[src/rtl/divider_pkg.sv]
// Shared types and constants for the sequential restoring divider.
package divider_pkg;

  // Controller states: waiting, iterating one quotient bit per clock, result cycle.
  typedef enum logic [1:0] {
    IDLE = 2'd0,
    RUN  = 2'd1,
    DONE = 2'd2
  } state_e;

  // Widest operand the divider supports.
  localparam int MAX_WIDTH = 32;

  // Quotient reported for a zero divisor; sliced down to the operand width.
  localparam logic [MAX_WIDTH-1:0] DBZ_QUOTIENT = '1;

  // Bits needed to count WIDTH_IN-1 down to 0 (never less than one bit).
  function automatic int clog2(input int value);
    int w;
    w = 1;
    while ((1 << w) < value) w++;
    return w;
  endfunction

endpackage

[src/rtl/divider_step.sv]
// One combinational restoring-division step: shift in the next dividend bit,
// compare against the divisor and subtract when it fits.
module divider_step #(
  parameter int WIDTH = 8
) (
  input  logic [WIDTH-1:0] rem_i,
  input  logic             msb_i,
  input  logic [WIDTH-1:0] divisor_i,
  output logic [WIDTH-1:0] rem_o,
  output logic             q_bit_o
);

  // The compare is one bit wider than the operands so a shifted remainder
  // with its top bit set still compares correctly against the divisor.
  logic [WIDTH:0] partial;

  assign partial = {rem_i, msb_i};

  // Restore-or-subtract decision for this bit position.
  always_comb begin
    // NOTE: every output gets a default before the branch so no latch is inferred.
    rem_o   = partial[WIDTH-1:0];
    q_bit_o = 1'b0;
    if (partial >= {1'b0, divisor_i}) begin
      // The difference is below the divisor, so the low WIDTH bits are exact.
      rem_o   = partial[WIDTH-1:0] - divisor_i;
      q_bit_o = 1'b1;
    end
  end

endmodule

[src/rtl/divider.sv]
// Sequential restoring divider, one quotient bit per clock.
// Optional build macro DIVIDER_SIGNED_EN selects two's-complement operands
// (magnitudes divided unsigned, signs restored when the result is loaded).
module divider
  import divider_pkg::*;
#(
  parameter int WIDTH_IN = 8
) (
  input  logic                clk,
  input  logic                rst_n,
  input  logic                start,
  input  logic [WIDTH_IN-1:0] a,
  input  logic [WIDTH_IN-1:0] b,
  output logic                busy,
  output logic                done,
  output logic [WIDTH_IN-1:0] q,
  output logic [WIDTH_IN-1:0] r,
  output logic                div_by_zero
);

  localparam int CNT_W = clog2(WIDTH_IN);

  state_e              state_q;
  logic [CNT_W-1:0]    cnt_q;
  logic [WIDTH_IN-1:0] dvd_q;      // dividend, shifts left and collects quotient bits
  logic [WIDTH_IN-1:0] dvs_q;      // divisor magnitude
  logic [WIDTH_IN-1:0] rem_q;      // working remainder
  logic                busy_q;
  logic                done_q;
  logic [WIDTH_IN-1:0] q_q;
  logic [WIDTH_IN-1:0] r_q;
  logic                dbz_q;

  logic [WIDTH_IN-1:0] a_mag;
  logic [WIDTH_IN-1:0] b_mag;
  logic [WIDTH_IN-1:0] step_rem;
  logic                step_q_bit;
  logic [WIDTH_IN-1:0] quot_next;
  logic [WIDTH_IN-1:0] q_final;
  logic [WIDTH_IN-1:0] r_final;

  divider_step #(.WIDTH(WIDTH_IN)) u_step (
    .rem_i     (rem_q),
    .msb_i     (dvd_q[WIDTH_IN-1]),
    .divisor_i (dvs_q),
    .rem_o     (step_rem),
    .q_bit_o   (step_q_bit)
  );

  assign quot_next = {dvd_q[WIDTH_IN-2:0], step_q_bit};

`ifdef DIVIDER_SIGNED_EN
  logic neg_quot_q;   // operand signs differ
  logic neg_rem_q;    // dividend was negative

  assign a_mag   = a[WIDTH_IN-1] ? (~a + WIDTH_IN'(1)) : a;
  assign b_mag   = b[WIDTH_IN-1] ? (~b + WIDTH_IN'(1)) : b;
  // Most-negative / -1 yields a magnitude that wraps back to most-negative.
  assign q_final = neg_quot_q ? (~quot_next + WIDTH_IN'(1)) : quot_next;
  assign r_final = neg_rem_q  ? (~step_rem  + WIDTH_IN'(1)) : step_rem;
`else
  assign a_mag   = a;
  assign b_mag   = b;
  assign q_final = quot_next;
  assign r_final = step_rem;
`endif

  // Controller, datapath registers and registered outputs in one process.
  always_ff @(posedge clk or negedge rst_n) begin
    if (!rst_n) begin
      // NOTE: sequential state uses non-blocking assignments so every register
      // samples pre-edge values regardless of statement order.
      state_q <= IDLE;
      cnt_q   <= '0;
      dvd_q   <= '0;
      dvs_q   <= '0;
      rem_q   <= '0;
      busy_q  <= 1'b0;
      done_q  <= 1'b0;
      q_q     <= '0;
      r_q     <= '0;
      dbz_q   <= 1'b0;
`ifdef DIVIDER_SIGNED_EN
      neg_quot_q <= 1'b0;
      neg_rem_q  <= 1'b0;
`endif
    end else begin
      done_q <= 1'b0;
      case (state_q)
        IDLE, DONE: begin
          state_q <= IDLE;
          if (start) begin
            dvd_q <= a_mag;
            dvs_q <= b_mag;
            rem_q <= '0;
            cnt_q <= CNT_W'(WIDTH_IN - 1);
`ifdef DIVIDER_SIGNED_EN
            neg_quot_q <= a[WIDTH_IN-1] ^ b[WIDTH_IN-1];
            neg_rem_q  <= a[WIDTH_IN-1];
`endif
            if (b == '0) begin
              // Zero divisor: no iteration, result is available next cycle.
              state_q <= DONE;
              done_q  <= 1'b1;
              q_q     <= DBZ_QUOTIENT[WIDTH_IN-1:0];
              r_q     <= a;
              dbz_q   <= 1'b1;
            end else begin
              state_q <= RUN;
              busy_q  <= 1'b1;
            end
          end
        end

        RUN: begin
          rem_q <= step_rem;
          dvd_q <= quot_next;
          cnt_q <= cnt_q - CNT_W'(1);
          if (cnt_q == '0) begin
            // Last bit: the step outputs already hold the final result.
            state_q <= DONE;
            busy_q  <= 1'b0;
            done_q  <= 1'b1;
            q_q     <= q_final;
            r_q     <= r_final;
            dbz_q   <= 1'b0;
          end
        end

        default: begin
          state_q <= IDLE;
          busy_q  <= 1'b0;
        end
      endcase
    end
  end

  assign busy        = busy_q;
  assign done        = done_q;
  assign q           = q_q;
  assign r           = r_q;
  assign div_by_zero = dbz_q;

endmodule

[config.mk]
export PLATFORM = sky130hd
export DESIGN_NAME = divider
export DESIGN_NICKNAME = d
export VERILOG_FILES = /design/src/rtl/divider_pkg.sv /design/src/rtl/divider_step.sv /design/src/rtl/divider.sv
export SDC_FILE = /design/constraint.sdc
export NUM_CORES = 1
export LEC_CHECK = 0
export ABC_AREA = 1
export CAP_MARGIN = 20
export CORE_ASPECT_RATIO = 0.7
export CORE_MARGIN = 2
export CORE_UTILIZATION = 45
export DETAILED_ROUTE_END_ITERATION = 10
export GPL_ROUTABILITY_DRIVEN = 0
export GPL_TIMING_DRIVEN = 0
export PLACE_DENSITY = 0.68
export RECOVER_POWER = 100
export SLEW_MARGIN = 20
export SYNTH_ARGS = -nofsm -noshare
export SYNTH_HDL_FRONTEND = slang
export SYNTH_HIERARCHICAL = 1
export SYNTH_SLANG_ARGS = --single-unit
[constraint.sdc]
create_clock -name clk -period 3 [get_ports clk]
set_input_delay 0.9 -clock clk [delete_from_list [all_inputs] [get_ports clk]]
set_output_delay 0.9 -clock clk [all_outputs]
set_load 0.02 [all_outputs]
==> results of run 1 <==
## how the worst max path moves through the flow
stage	startpoint	end	slack, ns	depth (start not counted)
2_1_floorplan	rem_q[1]	dvd_q[0]	1.09	9
3_3_place_gp	rst_n	cnt_q[0]	-0.38	1
3_5_place_dp	b[7]	q[1]	0.67	8
4_1_cts	r[2]	r[2]	0.78	1
5_1_grt	start	q[2]	0.42	8
6_report	start	q[2]	0.57	8
## metal layers
layer / wire length [um] / track usage / vias to the layer above
met5: 0 / 0 / -
met3: 386 / 0.04505 / 2
met2: 2528 / 0.2694 / 63
li1: - / - / 1197
met1: 3364 / 0.3097 / 1113
met4: 19 / 0.02588 / 0
## where the power goes
group          switching, mW  internal, mW
Sequential             0.173         0.959
Combinational           1.72          1.03
Clock                  0.216         0.328
Total                   2.11          2.32
## worst max-delay path: stages
cell and delay, ns:
sky130_fd_sc_hd__dlygate4sd3_1 0.59, sky130_fd_sc_hd__nand2_4 0.10, sky130_fd_sc_hd__inv_2 0.07, sky130_fd_sc_hd__nand2_1 0.32, sky130_fd_sc_hd__nand2_1 0.30, sky130_fd_sc_hd__buf_6 0.23
sky130_fd_sc_hd__nand2_1 0.06, sky130_fd_sc_hd__nand2_1 0.05
## registers in the layout (all words and copies together), names as in the netlist
name and cells:
dvd_q 8, dvs_q 8, q 8, r 8
rem_q 8, cnt_q 3, state_q 2, busy 1
div_by_zero 1, done 1
## stage by stage
step                      cell area, sq um  TNS [ns]  cells  worst slack [ns]  power, mW
after floorplan                       2793         0    351             1.089      3.238
after global placement                3257    -18.15    463           -0.3811      3.894
after detailed placement              3272         0    464            0.6732      3.978
after CTS                             3401         0    471            0.7822      4.534
after global routing                  3353         0    471            0.4175      4.872
final                                 3353         0    471            0.5665      4.430
## placed cells by master (no fill, tap or decap), drive strengths merged, types with 2 or more instances in the layout
cell type      Yosys  final
dfrtp             48     48
ha                10     10
buf                6      4
a21oi              6      6
dlygate4sd3        0     20
xnor2              2      2
o21ai             27     27
nand4              2      2
o211ai             7      7
clkinv             2      2
clkdlybuf4s50      0     16
clkbuf             2     11
or2                2      2
inv               46     46
nand2            138    138
nor2              16     16
bufinv             0      2
nand3             32     32
## cell type report
| cell class | instances | share of cell area |
|---|---|---|
| multi-input combinational | 247 | 0.3981 |
| sequential | 48 | 0.3582 |
| timing repair buffer | 38 | 0.1101 |
| inverter | 48 | 0.05373 |
| tap | 75 | 0.02799 |
| clock buffer | 5 | 0.02052 |
| clock inverter | 2 | 0.01791 |
| buffer | 8 | 0.01343 |
## logic make-up (layout without fill, tap and decap cells)
logic type,count (synthesis),in the layout
compound gates,43,43
xor+xnor,3,3
fa+ha+maj,11,11
buf+inv,56,101
flops,48,48
simple gates,190,190
==> flow_results.xml, run 1 <==
<?xml version="1.0" encoding="UTF-8"?>
<metrics>
  <group name="yosys">
    <metric name="synth_mux_area_frac" unit="">0</metric>
    <metric name="synth-edff-count" unit="">0</metric>
    <metric name="synth-seq-area-share" unit="">0.4301</metric>
    <metric name="async_reset_ff_frac" unit="">1.000</metric>
    <metric name="synth.distinct_cells" unit="">32</metric>
    <metric name="synthXorXnorAreaFrac" unit="">0.009409</metric>
    <metric name="synth_top_cell_by_area" unit="">sky130_fd_sc_hd__dfrtp_1</metric>
    <metric name="synthesized_area_fraction_occupied_by_adder_cells" unit="">0.05197</metric>
    <metric name="syn_area_per_cell" unit="sq um">7.956</metric>
    <metric name="main_combinational_cell_family_by_area_after_synthesis" unit="">simple AND/OR/NAND/NOR gates</metric>
    <metric name="share_of_the_synthesized_area_in_compound_gates_ao_oa_aoi_oai" unit="">0.08647</metric>
    <metric name="library_cell_with_the_highest_instance_count_after_synthesis" unit="">sky130_fd_sc_hd__nand2_1</metric>
    <metric name="yosys_top_cell_area_share" unit="">0.4301</metric>
    <metric name="synth_cell_count_leaders" unit="">sky130_fd_sc_hd__nand2_1, sky130_fd_sc_hd__dfrtp_1, sky130_fd_sc_hd__inv_1</metric>
    <metric name="synth.net_count" unit="">381</metric>
    <metric name="ffs_latches_synth" unit="">48</metric>
    <metric name="synth_simple_gate_area_share" unit="">0.3383</metric>
    <metric name="post_synth_instance_area" unit="sq um">2793</metric>
    <metric name="netlist_instances" unit="">351</metric>
    <metric name="synth_top_flop_cell" unit="">sky130_fd_sc_hd__dfrtp_1</metric>
    <metric name="synth_warnings" unit="">6</metric>
    <metric name="synth.area.top_cells" unit="">sky130_fd_sc_hd__dfrtp_1, sky130_fd_sc_hd__nand2_1, sky130_fd_sc_hd__inv_1</metric>
  </group>
  <group name="timing">
    <metric name="final_min_period_over_clock_period" unit="">0.8112</metric>
    <metric name="setup_repair_after_global_routing_missed_its_margin" unit="">no</metric>
    <metric name="timing_worst_slew_pin_value" unit="ns">0.8884</metric>
    <metric name="slew_violations" unit="">0</metric>
    <metric name="timing.final.setup_violations" unit="">0</metric>
    <metric name="finalHoldViolCount" unit="">0</metric>
    <metric name="timing.max_slew.rel_slack" unit="">0.4077</metric>
    <metric name="achievable-frequency" unit="MHz">410.9</metric>
    <metric name="clock_skew" unit="ns">0.009429</metric>
    <metric name="minimum_clock_period" unit="ns">2.434</metric>
    <metric name="fin_hold_ws" unit="ns">0.4842</metric>
  </group>
  <group name="cells_and_area">
    <metric name="layout_cells_sized_above_1" unit="">0.1162</metric>
    <metric name="num-fill-cells" unit="">603</metric>
    <metric name="layout-area-overhead-vs-synth" unit="%">20.07</metric>
    <metric name="nets" unit="">426</metric>
    <metric name="n_antenna_cell" unit="">0</metric>
    <metric name="layout.core_utilization" unit="">0.5712</metric>
    <metric name="layout.area.seq" unit="sq um">1201</metric>
    <metric name="multi_input_area" unit="sq um">1335</metric>
  </group>
  <group name="worst_setup_path">
    <metric name="worst_setup_path_start_kind" unit="">primary input</metric>
    <metric name="reg2regPathDepth" unit="">10</metric>
    <metric name="crit_path_end_kind" unit="">flop</metric>
    <metric name="path_max_fanout" unit="">10</metric>
    <metric name="worst-endpoint-required" unit="ns">3.20</metric>
    <metric name="timing.rr.end" unit="">dvd_q[0]</metric>
    <metric name="ff2ff_setup_slack" unit="ns">0.87</metric>
    <metric name="regToRegStartpoint" unit="">rem_q[5]</metric>
    <metric name="class_of_the_most_critical_setup_path" unit="">in -&gt; reg</metric>
    <metric name="critical_path_arrival" unit="ns">2.63</metric>
  </group>
  <group name="clocking">
    <metric name="clk_pin_slew_worst_paths" unit="ns">0.09</metric>
    <metric name="buffer_cell_driving_the_clock_tree_root" unit="">sky130_fd_sc_hd__clkbuf_8</metric>
    <metric name="cts.repair_timing.setup_buffer_count" unit="">0</metric>
    <metric name="max-clock-path-buffers" unit="">2</metric>
    <metric name="tritoncts_num_sinks" unit="">48</metric>
    <metric name="insertion_delay" unit="ns">0.30</metric>
    <metric name="post_cts.resized_instances" unit="">0</metric>
    <metric name="post_cts_hold_buffer_count" unit="">0</metric>
    <metric name="number_of_buffers_inserted_during_clock_tree_synthesis" unit="">5</metric>
    <metric name="htreeDepth" unit="">2</metric>
    <metric name="cts_tree" unit="">done</metric>
  </group>
  <group name="grt">
    <metric name="total_overflow_reported_by_the_global_router" unit="">0</metric>
    <metric name="grt_start_max_net_pins" unit="">33</metric>
    <metric name="number_of_antenna_violations_at_the_first_check_in_global_routing" unit="">0</metric>
    <metric name="first_pass_grt_wire_length" unit="um">10700</metric>
    <metric name="vias_in_the_first_global_route" unit="">2233</metric>
    <metric name="grt_use_total" unit="">0.1930</metric>
  </group>
  <group name="drt">
    <metric name="post_dr_vias_cell" unit="">5.042</metric>
    <metric name="drt_first_pass_iters" unit="">5</metric>
    <metric name="detail_route.wl_per_cell" unit="um">13.37</metric>
    <metric name="final_routed_wirelength_across_all_metal_layers" unit="um">6298</metric>
    <metric name="detailedRoute.firstIterationViolations" unit="">167</metric>
    <metric name="via_count" unit="">2375</metric>
    <metric name="drtAntennaViolNets" unit="">0</metric>
    <metric name="drc" unit="">0</metric>
  </group>
  <group name="pwr">
    <metric name="p_leak" unit="nW">1.726</metric>
    <metric name="power.density" unit="nW/um^2">1321</metric>
    <metric name="peakVddDrop" unit="V">0.0004563</metric>
  </group>
  <group name="hold_path">
    <metric name="hold_path_class" unit="">reg -&gt; reg</metric>
    <metric name="startpoint_of_the_tightest_hold_check_path" unit="">dvs_q[5]</metric>
    <metric name="hold_path_end" unit="">dvs_q[5]</metric>
    <metric name="hold-path-cell-count" unit="">2</metric>
  </group>
  <group name="run">
    <metric name="max_cap_violations" unit="">0</metric>
  </group>
  <group name="floorplanning">
    <metric name="placementRows" unit="">23</metric>
    <metric name="pin_count" unit="">38</metric>
    <metric name="die_x" unit="um">98.16</metric>
    <metric name="floorplan.initialDensity" unit="">0.4757</metric>
    <metric name="die_height" unit="um">69.91</metric>
    <metric name="floorplan.core_area" unit="sq um">5871</metric>
    <metric name="die_area" unit="sq um">6862</metric>
  </group>
  <group name="placement">
    <metric name="io_buffers" unit="">37</metric>
    <metric name="dp_hpwl" unit="um">4979</metric>
  </group>
  <group name="status">
    <metric name="status" unit="">complete, no violations</metric>
  </group>
</metrics>
Note: power is estimated with default switching activity, not from simulation.
==> inputs of run 2 (changes only) <==
--- a/config.mk
+++ b/config.mk
@@ -13,7 +13,7 @@
 export DETAILED_ROUTE_END_ITERATION = 10
 export GPL_ROUTABILITY_DRIVEN = 0
 export GPL_TIMING_DRIVEN = 0
-export PLACE_DENSITY = 0.68
+export PLACE_DENSITY = 0.7
 export RECOVER_POWER = 100
 export SLEW_MARGIN = 20
 export SYNTH_ARGS = -nofsm -noshare
==> constraint.sdc (replaced) <==
create_clock -name clk -period 2.2 [get_ports clk]
set_input_delay 0.66 -clock clk [delete_from_list [all_inputs] [get_ports clk]]
set_output_delay 0.66 -clock clk [all_outputs]
set_load 0.02 [all_outputs]
==> run 2 against run 1 <==
  * Final cell count is 0.64% higher
  * Via count is 0.84% lower
  * Die area stayed put
  * Worst setup slack worse by 0.41 ns
  * Sequential power is 37% higher
==> flow_results.xml, run 2 (synthesis gave the netlist of run 1 again) <==
<?xml version="1.0" encoding="UTF-8"?>
<metrics>
  <group name="pwr">
    <metric name="peakVddDrop" unit="V">0.0006129</metric>
    <metric name="power_total" unit="mW">6.024</metric>
    <metric name="power.density" unit="nW/um^2">1778</metric>
    <metric name="p_leak" unit="nW">1.731</metric>
  </group>
  <group name="drt">
    <metric name="drtAntennaViolNets" unit="">0</metric>
    <metric name="route.met3.wl" unit="um">260</metric>
    <metric name="drc" unit="">0</metric>
    <metric name="final_routed_wirelength_across_all_metal_layers" unit="um">6259</metric>
    <metric name="via_count" unit="">2355</metric>
    <metric name="drt_first_pass_iters" unit="">4</metric>
    <metric name="wl_met2" unit="um">2617</metric>
    <metric name="detail_route.wl_per_cell" unit="um">13.20</metric>
    <metric name="detailedRoute.firstIterationViolations" unit="">135</metric>
    <metric name="routed.top_layer" unit="">met4</metric>
    <metric name="post_dr_vias_cell" unit="">4.968</metric>
    <metric name="routedLengthMet1" unit="um">3373</metric>
  </group>
  <group name="cells_and_area">
    <metric name="nets" unit="">428</metric>
    <metric name="num-fill-cells" unit="">562</metric>
    <metric name="mostFrequentLayoutCells" unit="">sky130_fd_sc_hd__nand2_1, sky130_fd_sc_hd__dfrtp_1, sky130_fd_sc_hd__inv_1, sky130_fd_sc_hd__nand3_1, sky130_fd_sc_hd__o21ai_0</metric>
    <metric name="post_layout_nonfiller_instances" unit="">474</metric>
    <metric name="layout_cells_sized_above_1" unit="">0.1253</metric>
    <metric name="final_design_area_no_fill" unit="sq um">3388</metric>
    <metric name="layout-area-overhead-vs-synth" unit="%">21.33</metric>
    <metric name="n_antenna_cell" unit="">0</metric>
    <metric name="layout.core_utilization" unit="">0.5772</metric>
    <metric name="layout_commonest_cell" unit="">sky130_fd_sc_hd__nand2_1</metric>
  </group>
  <group name="floorplanning">
    <metric name="floorplan.initialDensity" unit="">0.4757</metric>
    <metric name="placementRows" unit="">23</metric>
    <metric name="pin_count" unit="">38</metric>
    <metric name="die_area" unit="sq um">6862</metric>
    <metric name="floorplan.core_area" unit="sq um">5871</metric>
    <metric name="die_x" unit="um">98.16</metric>
    <metric name="die_height" unit="um">69.91</metric>
  </group>
  <group name="worst_setup_path">
    <metric name="timing.critical_path.slowest_cell_delay" unit="ns">0.39</metric>
    <metric name="worst_setup_path_start_kind" unit="">flop</metric>
    <metric name="crit_path_end_kind" unit="">flop</metric>
    <metric name="class_of_the_most_critical_setup_path" unit="">reg -&gt; reg</metric>
    <metric name="timing.critical_path.cells" unit="">inv_1 &gt; ha_2 &gt; nand2_1 &gt; inv_2 &gt; nand2_2 &gt; nor2_4 &gt; nor2_4 &gt; buf_12 &gt; nand2_8 &gt; or2_2 &gt; o211ai_1 &gt; o21ai_0</metric>
    <metric name="path_max_fanout" unit="">9</metric>
    <metric name="critical_path_arrival" unit="ns">2.21</metric>
    <metric name="worst-endpoint-required" unit="ns">2.37</metric>
    <metric name="master_of_the_slowest_instance_on_the_critical_path" unit="">sky130_fd_sc_hd__dfrtp_1</metric>
    <metric name="cp_common_cell" unit="">sky130_fd_sc_hd__nor2_4</metric>
  </group>
  <group name="status">
    <metric name="status" unit="">complete, no violations</metric>
  </group>
  <group name="timing">
    <metric name="finalHoldViolCount" unit="">0</metric>
    <metric name="timing.final.setup_violations" unit="">0</metric>
    <metric name="worst_slack" unit="ns">0.1594</metric>
    <metric name="fin_hold_ws" unit="ns">0.4859</metric>
    <metric name="setup_repair_after_global_routing_missed_its_margin" unit="">no</metric>
    <metric name="slew_violations" unit="">0</metric>
    <metric name="final_min_period_over_clock_period" unit="">0.9275</metric>
    <metric name="timing.max_slew.rel_slack" unit="">0.3445</metric>
    <metric name="fin_tns_setup" unit="ns">0</metric>
    <metric name="achievable-frequency" unit="MHz">490.1</metric>
    <metric name="minimum_clock_period" unit="ns">2.041</metric>
    <metric name="timing_worst_slew_pin_value" unit="ns">0.9833</metric>
    <metric name="clock_skew" unit="ns">0.003468</metric>
  </group>
  <group name="hold_path">
    <metric name="hold_path_class" unit="">reg -&gt; reg</metric>
  </group>
  <group name="grt">
    <metric name="grt_start_max_net_pins" unit="">31</metric>
    <metric name="total_overflow_reported_by_the_global_router" unit="">0</metric>
    <metric name="vias_in_the_first_global_route" unit="">2217</metric>
    <metric name="first_pass_grt_wire_length" unit="um">10540</metric>
    <metric name="grt_use_total" unit="">0.1897</metric>
    <metric name="number_of_antenna_violations_at_the_first_check_in_global_routing" unit="">0</metric>
  </group>
  <group name="placement">
    <metric name="dp_cells" unit="">464</metric>
    <metric name="post-place-ws" unit="ns">0.09747</metric>
    <metric name="placed_cell_area" unit="sq um">3272</metric>
    <metric name="io_buffers" unit="">37</metric>
    <metric name="dp_hpwl" unit="um">4881</metric>
  </group>
  <group name="clocking">
    <metric name="tritoncts_num_sinks" unit="">48</metric>
    <metric name="buffer_cell_driving_the_clock_tree_root" unit="">sky130_fd_sc_hd__clkbuf_8</metric>
    <metric name="htreeDepth" unit="">2</metric>
    <metric name="number_of_buffers_inserted_during_clock_tree_synthesis" unit="">5</metric>
    <metric name="cts_tree" unit="">done</metric>
    <metric name="max-clock-path-buffers" unit="">2</metric>
    <metric name="insertion_delay" unit="ns">0.30</metric>
    <metric name="clk_pin_slew_worst_paths" unit="ns">0.09</metric>
    <metric name="post_cts_hold_buffer_count" unit="">0</metric>
  </group>
  <group name="run">
    <metric name="max_cap_violations" unit="">0</metric>
  </group>
</metrics>
-- run 2: layout make-up --
class                   instances  area [sq um]  share of cell area
inverters                      48         180.2             0.05318
clock buffers                   6         72.57             0.02142
multi-input cells             247          1363              0.4021
well taps                      75         93.84             0.02770
clock inverters                 2         35.03             0.01034
repair buffers                 40         396.6              0.1171
plain buffers                   8         46.29             0.01366
flip-flops and latches         48          1201              0.3545
-- run 2: worst max-delay path: cells and delay by family, from the launching register on --
kind                     cells  cell delay, ns
AND/OR/NAND/NOR              6            0.74
AO/OA/AOI/OAI                2            0.19
adder cells (fa/ha/maj)      1            0.30
flip-flops                   1            0.39
buffers and inverters        3            0.27
-- run 2: layer usage --
layer	up-vias	GRT usage
met3	2	0.03704
met4	0	0.03196
met1	1100	0.2971
li1	1201	-
met2	52	0.2763
met5	-	0
-- run 2: where the power goes --
part	total, mW	switching [mW]	leakage (nW)	internal, mW
Clock	0.626	0.289	0.0552	0.338
Sequential	1.55	0.243	0.590	1.31
Combinational	3.85	2.33	1.09	1.51
-- run 2: path summary, 6_finish.rpt --
check	from	to	slack, ns	cells after the start
max	dvs_q[5]	dvd_q[0]	0.16	12
min	dvs_q[4]	dvs_q[4]	0.49	2
max reg2reg	dvs_q[5]	dvd_q[0]	0.16	12
min reg2reg	dvs_q[4]	dvs_q[4]	0.49	2
max in group asynchronous	rst_n	dvs_q[1]	0.43	2
min in group asynchronous	rst_n	r[2]	0.50	1
-- run 2: repair_timing --
action                                  in CTS  in global routing
buffers inserted                             0                  2
endpoints found under the setup margin       0                  4
resized for setup                            0                  4
